===== config.mk =====
export PLATFORM = sky130hd
export DESIGN_NAME = ksa_shuffle
export DESIGN_NICKNAME = d
export VERILOG_FILES = /design/src/rtl/lab4_pkg.sv /design/src/rtl/ksa_key_byte_sel.sv /design/src/rtl/ksa_shuffle.sv
export SDC_FILE = /design/constraint.sdc
export NUM_CORES = 1
export LEC_CHECK = 0
export CAP_MARGIN = 20
export CORE_UTILIZATION = 32
export CTS_CLUSTER_SIZE = 40
export DETAILED_ROUTE_END_ITERATION = 10
export SLEW_MARGIN = 20
export SYNTH_ARGS = -nofsm -noshare
export SYNTH_HDL_FRONTEND = slang
export SYNTH_SLANG_ARGS = --single-unit

===== constraint.sdc =====
create_clock -name clk -period 2.95 [get_ports clk]
set_input_delay 0.59 -clock clk [delete_from_list [all_inputs] [get_ports clk]]
set_output_delay 0.59 -clock clk [all_outputs]
set_load 0.05 [all_outputs]

===== src/rtl/lab4_pkg.sv =====
// Shared types and constants for the RC4 key-scheduling datapath.
package lab4_pkg;

  typedef enum logic [3:0] {
    IDLE,
    READ_I,
    WAIT_I,
    READ_J,
    WAIT_J,
    WRITE_I,
    WRITE_J,
    NEXT,
    DONE
  } ksa_state_t;

  localparam int S_MEM_DEPTH = 256;
  localparam int KEY_BYTES   = 3;

endpackage


===== src/rtl/ksa_key_byte_sel.sv =====
// Picks the key byte for the current i mod 3 phase.
// Byte 0 is the most significant byte of the key.
module ksa_key_byte_sel
  import lab4_pkg::*;
#(
  parameter int KEY_WIDTH = 24
) (
  input  logic [KEY_WIDTH-1:0] i_key,
  input  logic [1:0]           i_sel,
  output logic [7:0]           o_byte
);

  always_comb begin
    o_byte = i_key[7:0];
    unique case (i_sel)
      2'd0:    o_byte = i_key[23:16];
      2'd1:    o_byte = i_key[15:8];
      default: o_byte = i_key[7:0];
    endcase
  end

endmodule


===== src/rtl/ksa_shuffle.sv =====
// RC4 key-scheduling engine: permutes the S-memory in place
// using j = j + S[i] + key[i mod 3] and a swap of S[i], S[j].
module ksa_shuffle
  import lab4_pkg::*;
#(
  parameter int KEY_WIDTH  = 24,
  parameter int ADDR_WIDTH = 8
) (
  input  logic                  clk,
  input  logic                  reset,
  input  logic                  start,
  input  logic [KEY_WIDTH-1:0]  secret_key,
  input  logic [7:0]            q,
  output logic [ADDR_WIDTH-1:0] address,
  output logic [7:0]            data,
  output logic                  written_enable,
  output logic                  busy,
  output logic                  finish
);

  ksa_state_t            r_state;
  ksa_state_t            w_next;
  logic [ADDR_WIDTH-1:0] r_i;
  logic [ADDR_WIDTH-1:0] r_j;
  logic [7:0]            r_si;
  logic [7:0]            r_sj;
  logic [1:0]            r_kc;
  logic [7:0]            w_kbyte;
  logic [ADDR_WIDTH-1:0] w_j_next;
  logic                  w_last;

  ksa_key_byte_sel #(
    .KEY_WIDTH(KEY_WIDTH)
  ) u_sel (
    .i_key  (secret_key),
    .i_sel  (r_kc),
    .o_byte (w_kbyte)
  );

  assign w_j_next = r_j + ADDR_WIDTH'(q)
                  + ADDR_WIDTH'(w_kbyte);
  assign w_last   = (r_i == '1);

  always_comb begin
    w_next         = r_state;
    address        = '0;
    data           = '0;
    written_enable = 1'b0;
    busy           = 1'b0;
    finish         = 1'b0;
    unique case (r_state)
      IDLE: begin
        if (start) w_next = READ_I;
      end
      READ_I: begin
        busy    = 1'b1;
        address = r_i;
        w_next  = WAIT_I;
      end
      WAIT_I: begin
        busy   = 1'b1;
        w_next = READ_J;
      end
      READ_J: begin
        busy    = 1'b1;
        address = r_j;
        w_next  = WAIT_J;
      end
      WAIT_J: begin
        busy   = 1'b1;
        w_next = WRITE_I;
      end
      WRITE_I: begin
        busy           = 1'b1;
        address        = r_i;
        data           = r_sj;
        written_enable = 1'b1;
        w_next         = WRITE_J;
      end
      // Issued last so S[i] survives when i == j.
      WRITE_J: begin
        busy           = 1'b1;
        address        = r_j;
        data           = r_si;
        written_enable = 1'b1;
        w_next         = NEXT;
      end
      NEXT: begin
        busy   = 1'b1;
        w_next = w_last ? DONE : READ_I;
      end
      DONE: begin
        finish = 1'b1;
        w_next = IDLE;
      end
      default: w_next = IDLE;
    endcase
  end

  always_ff @(posedge clk or negedge reset) begin
    if (!reset) begin
      r_state <= IDLE;
      r_i     <= '0;
      r_j     <= '0;
      r_si    <= '0;
      r_sj    <= '0;
      r_kc    <= '0;
    end else begin
      r_state <= w_next;
      if (r_state == IDLE && start) begin
        r_i  <= '0;
        r_j  <= '0;
        r_kc <= '0;
      end
      if (r_state == WAIT_I) begin
        r_si <= q;
        r_j  <= w_j_next;
      end
      if (r_state == WAIT_J) r_sj <= q;
      if (r_state == NEXT && !w_last) begin
        r_i  <= r_i + 1'b1;
        r_kc <= (r_kc == 2'd2) ? 2'd0 : r_kc + 2'd1;
      end
    end
  end

endmodule


==> flow_summary.yaml, run 1 <==
synth:
  yosysTopAreaCellShare_pct: 36.96
  yosys_warnings: 0
  synth_fp_nets: 337
  ys_seq_area_share_pct: 36.96
  synth_edf_count: 0
  synth_top_area_cell: "dfrtp_1"
  synth_xor_area_share_pct: 2.724
  synth_fa_ha_area_share_pct: 9.630
  synth-compound-area-share_pct: 18.48
  async_flop_share_pct: 100.0
  mappedNetlistArea_um2: 2572
  synth_area_leaders: "dfrtp_1 (37%), nand2_1 (6.3%), fa_1 (6.2%)"
  syn_area_per_cell_um2: 8.963
  synth_top_family_by_area: "simple AND/OR/NAND/NOR gates"
  ys_types: 43
  synth_simple_gate_area_share_pct: 19.84
  synth_seq_cells: 38
  syn_inst: 287
  synthMuxAreaShare_pct: 7.053
  synthFlopType: "dfrtp_1"
setup_path:
  crit_arrival_ns: 2.98
  worstPathMaxFanout: 2
  required_ns: 3.17
  end_kind: "flop"
  critPathLaunchType: "input pin"
  startpoint: "secret_key[10]"
  critPathKind: "in2reg"
  timing.rr.start: "r_kc[0]"
pwr:
  p_per_area_nw_per_um2: 1172
  leakage_nw: 1.533
  vdd_ir_drop_max_uv: 491.8
  power_mw: 4.131
timing:
  timing.final.hold_violations: 0
  hold_ws_ns: 0.4159
  finalCriticalPeriod_ns: 2.762
  finalCritPeriodShare_pct: 93.62
  grt_setup_unrepaired: "false"
  max_slew_margin_pct: 41.50
  drv_slew: 0
  setup_viol: 0
  finalClockSkew_ns: 0.009267
  max_freq_mhz: 362.1
  worst_pin_slew_ns: 0.8775
global_route:
  grt_pass1_wl_um: 11450
  first_global_vias: 2259
  antenna_found_initial: 0
  grt_max_degree: 39
  track_usage_pct: 17.32
  grt_overflow_total: 0
detailed_routing:
  wl_um: 6481
  via_per_inst: 5.036
  post_drt_wl_per_cell_um: 14.50
  route.detailed.drc: 0
  initialDrtViolationCount: 121
  vias: 2251
  dr.pass1.iters: 4
  ant_nets: 0
floorplanning:
  die_y_um: 91.66
  fp.dieW_um: 91.66
  die-area_um2: 8402
  core.rowCount: 32
  io_pins: 54
  initial_core_util_pct: 33.12
  core-area_um2: 7767
layout:
  fill_cells: 754
  fin_cells: 447
  area_delta_synth_final_pct: 37.01
  final_net_count: 394
  n_antenna_cell: 0
  layout-drive-gt1-share_pct: 17.10
clocking:
  clk_path_buf_depth: 2
  clock_sinks: 38
  clk_latency_ns: 0.29
  cts.clk_slew.worst_paths_ns: 0.08
  cts_buffers: 5
  cts_tree: "yes"
  htree_levels: 2
  root_buffer: "clkbuf_8"
place:
  dp_hpwl_um: 4926
  gp_congestion: 0.8646
  io_buffer_count: 53
  dpl.cell_count: 438
worst_hold_path:
  hold_class: "in2async"
status:
  status: "completed"
flow_run:
  cap_violations: 0
## cell usage in the layout (no fill, tap or decap), types with 9 or more instances in the layout
cell type / netlist / routed
a22oi_1: 16 / 16
buf_4: 2 / 15
o21ai_0: 19 / 17
nand2_1: 43 / 43
buf_12: 0 / 16
a21oi_1: 9 / 9
dfrtp_1: 38 / 38
mux2_2: 9 / 9
clkdlybuf4s50_1: 0 / 35
inv_1: 15 / 15
nor2_1: 30 / 30
## final cells by class
| cell class | count | area, µm² | share of cell area (%) |
|---|---|---|---|
| clock buffer | 5 | 68.82 | 1.952 |
| clock inverter | 3 | 40.04 | 1.136 |
| inverter | 15 | 56.30 | 1.597 |
| multi-input combinational | 217 | 1493 | 42.35 |
| sequential | 38 | 950.9 | 26.98 |
| tap | 102 | 127.6 | 3.621 |
| timing repair buffer | 67 | 788.3 | 22.36 |
## kinds of logic (layout without fill, tap and decap cells)
| kind of cell | Yosys count | in the layout |
|---|---|---|
| xor gates and xnor gates | 8 | 8 |
| AOI/OAI and AO/OA | 70 | 70 |
| buffers and inverters | 32 | 90 |
| muxes | 17 | 17 |
| and+or+nand+nor | 107 | 107 |
| adders and majority gates | 15 | 15 |
| DFF | 38 | 38 |
## timing repair
action	in CTS	in global routing
endpoints found under the setup margin	0	1
hold buffers	0	0
endpoints found under the hold margin	0	0
resized for setup	0	5
setup buffers	0	1
## power by group
part	switching (mW)	total [mW]	internal (mW)
sequential	0.224	0.961	0.738
clock	0.196	0.445	0.249
combinational	1.44	2.72	1.28
total	1.86	4.13	2.27
## sequential cells by signal, indices dropped and copies added (netlist names)
signal / count
r_i: 8
r_j: 8
r_sj: 8
r_state: 4
r_kc: 2
r_si: 8
## per-layer routing
metal	global-route usage (%)	wire length [µm]	vias up
li1	-	-	1112
met1	24.45	3028	1065
met2	27.26	3008	65
met3	2.736	297	9
met4	5.291	147	0
met5	0	0	-
## worst max-delay path, cell delays in order
cell and delay, ns:
clkdlybuf4s50_1 0.46, mux2i_1 0.06, o21ai_0 0.21, fa_1 0.47, ha_1 0.30, a21o_1 0.11
a21o_1 0.14, a21oi_1 0.09, or4b_1 0.47, nand3_1 0.08
## final timing paths
kind | depth (start not counted) | slack (ns) | to
worst max-delay path | 10 | 0.19 | r_j[6]
worst min-delay path | 1 | 0.42 | r_j[1]
worst max register to register | 11 | 0.33 | r_j[7]
worst min register to register | 2 | 0.48 | r_si[1]
max in group asynchronous | 1 | 1.98 | r_sj[6]
min in group clk | 2 | 0.48 | r_si[1]
## through the flow
stage               util, %  setup TNS, ns  instance area (µm²)  worst slack [ns]
floorplan                 -              0                 2572            0.1537
global placement      43.78        -0.2042                 3401           -0.1082
detailed placement    43.78        -0.2967                 3401           -0.1581
CTS                   45.18              0                 3510            0.1446
global route          45.38              0                 3525           0.02405
finish                45.38              0                 3525            0.1881
## synthesized netlist by cell type, drive strengths merged, types with 7 or more instances
cell type  instances
a22oi             16
nand2             44
nor2              31
nor3               7
o21ai             20
fa                 8
dfrtp             38
a21oi              9
ha                 7
inv               15
buf                9
mux2               9
mux2i              8
clkbuf             8
o22ai              8
Power figures use the tool's default switching activity.
==> inputs of run 2 (changes only) <==
--- a/config.mk
+++ b/config.mk
@@ -9,6 +9,7 @@
 export CORE_UTILIZATION = 32
 export CTS_CLUSTER_SIZE = 40
 export DETAILED_ROUTE_END_ITERATION = 10
+export MAX_ROUTING_LAYER = met4
 export SLEW_MARGIN = 20
 export SYNTH_ARGS = -nofsm -noshare
 export SYNTH_HDL_FRONTEND = slang
==> flow_summary.yaml, run 2 (synthesis gave the netlist of run 1 again) <==
clocking:
  cts_buffers: 5
  cts_tree: "yes"
  clock_sinks: 38
  cts.clk_slew.worst_paths_ns: 0.08
  clk_path_buf_depth: 2
  clk_latency_ns: 0.29
  cts_hold_buffers: 0
  root_buffer: "clkbuf_8"
  htree_levels: 2
pwr:
  p_seq_share_pct: 23.3
  leakage_nw: 1.533
  p_sw_share_pct: 45.09
  power_mw: 4.131
  combPwrFrac_pct: 66.0
  clockPowerShare_pct: 10.8
  vdd_ir_drop_max_uv: 492.2
  p_per_area_nw_per_um2: 1172
  switching_power_mw: 1.862
  internal_power_mw: 2.268
setup_path:
  startpoint: "secret_key[10]"
  r2r_cells: 11
  worstPathMaxFanout: 2
  timing.rr.start: "r_kc[0]"
  crit_path_cell_trace: "clkdlybuf4s50_1 -> mux2i_1 -> o21ai_0 -> fa_1 -> ha_1 -> a21o_1 -> a21o_1 -> a21oi_1 -> or4b_1 -> nand3_1"
  critPathLaunchType: "input pin"
  critPathSlowestCell: "fa_1"
  end_kind: "flop"
  timing.critical_path.to: "r_j[6]"
  r2r_end: "r_j[7]"
  path_common_cell: "a21o_1"
  required_ns: 3.17
  r2r_slack_ns: 0.33
  critPathKind: "in2reg"
  slowest_delay_ns: 0.47
  crit_arrival_ns: 2.98
global_route:
  track_usage_pct: 17.82
  grt_max_degree: 39
  grt_overflow_total: 0
  grt_pass1_wl_um: 11460
  antenna_found_initial: 0
  first_global_vias: 2256
timing:
  finalClockSkew_ns: 0.009069
  finalCritPeriodShare_pct: 93.62
  fin_ws_ns: 0.1883
  grt_setup_unrepaired: "false"
  finalSetupTns_ns: 0
  worst_pin_slew_ns: 0.8621
  drv_slew: 0
  finalCriticalPeriod_ns: 2.762
  max_slew_margin_pct: 42.53
  max_freq_mhz: 362.1
  setup_viol: 0
  hold_ws_ns: 0.4095
  timing.final.hold_violations: 0
detailed_routing:
  ant_nets: 0
  via_per_inst: 5.029
  wl_um: 6466
  dr.pass1.iters: 4
  route.detailed.drc: 0
  initialDrtViolationCount: 122
  post_drt_wl_per_cell_um: 14.47
  vias: 2248
place:
  gp_congestion: 0.8786
  dpl.cell_count: 438
  io_buffer_count: 53
  dp_hpwl_um: 4926
  place_ws_ns: -0.1581
  placed_area_um2: 3401
floorplanning:
  fp.dieW_um: 91.66
  die_y_um: 91.66
  die-area_um2: 8402
  io_pins: 54
  core-area_um2: 7767
  initial_core_util_pct: 33.12
  core.rowCount: 32
layout:
  final_net_count: 394
  final_common_cell: "nand2_1"
  fill_cells: 754
  layout-drive-gt1-share_pct: 17.10
  area_delta_synth_final_pct: 37.01
  n_antenna_cell: 0
  final_util_pct: 45.38
  fin_cells: 447
  final_cell_mix: "nand2_1 (43), dfrtp_1 (38), clkdlybuf4s50_1 (35)"
  fin_area_um2: 3525
status:
  status: "completed"
flow_run:
  cap_violations: 0
worst_hold_path:
  hold_class: "in2async"
run 2: cell counts in the layout (fill, tap and decap cells not counted):
Identical to the previous run, type by type.
run 2: worst min path at each step:
stage | from | endpoint | slack, ns | cells past startpoint
2_1_floorplan | reset | r_i[0] | 0.29 | 0
3_3_place_gp | r_si[5] | r_si[5] | 0.46 | 2
3_5_place_dp | r_si[0] | r_si[0] | 0.47 | 2
4_1_cts | reset | r_si[2] | 0.44 | 1
5_1_grt | reset | r_si[2] | 0.48 | 1
6_report | reset | r_j[1] | 0.41 | 1
run 2: per-layer routing:
metal | GRT usage [%] | routed length (µm) | vias up
met4 | 5.291 | 147 | 0
met2 | 27.13 | 3009 | 65
met3 | 2.653 | 291 | 9
met5 | - | 0 | -
li1 | - | - | 1112
met1 | 24.60 | 3017 | 1062
run 2: final cells by class:
| cell class | count | area (µm²) | area share (%) |
|---|---|---|---|
| clock inverters | 3 | 40.04 | 1.136 |
| repair buffers | 67 | 788.3 | 22.36 |
| multi-input cells | 217 | 1493 | 42.35 |
| clock buffers | 5 | 68.82 | 1.952 |
| well taps | 102 | 127.6 | 3.621 |
| flip-flops and latches | 38 | 950.9 | 26.98 |
| inverters | 15 | 56.30 | 1.597 |
run 2: power by group through the flow:
stage | Clock (mW) | Sequential (mW) | Combinational [mW]
4_1_cts | 0.458 | 0.958 | 2.71
3_5_place_dp | 0 | 0.968 | 2.70
2_1_floorplan | 0 | 0.871 | 1.85
5_1_grt | 0.476 | 1.00 | 3.00
6_report | 0.445 | 0.961 | 2.72
3_3_place_gp | 0 | 0.959 | 2.66
run 2: what timing repair did:
item / CTS / global route
endpoints found under the setup margin: 0 / 1
buffers inserted: 0 / 1
gates resized for setup: 0 / 5
run 2: critical path, delay by kind of cell:
| kind | cells | cell delay, ns |
|---|---|---|
| multiplexers | 1 | 0.06 |
| adder cells (fa/ha/maj) | 2 | 0.77 |
| buffers and inverters | 1 | 0.46 |
| AO/OA/AOI/OAI | 4 | 0.55 |
| AND/OR/NAND/NOR | 2 | 0.55 |
==> inputs of run 3 (changes only) <==
--- a/config.mk
+++ b/config.mk
@@ -10,6 +10,7 @@
 export CTS_CLUSTER_SIZE = 40
 export DETAILED_ROUTE_END_ITERATION = 10
 export MAX_ROUTING_LAYER = met4
+export SKIP_CTS_REPAIR_TIMING = 1
 export SLEW_MARGIN = 20
 export SYNTH_ARGS = -nofsm -noshare
 export SYNTH_HDL_FRONTEND = slang
==> results of run 3 <==
The final DEF is identical to that of run 2; final timing and power are the same.
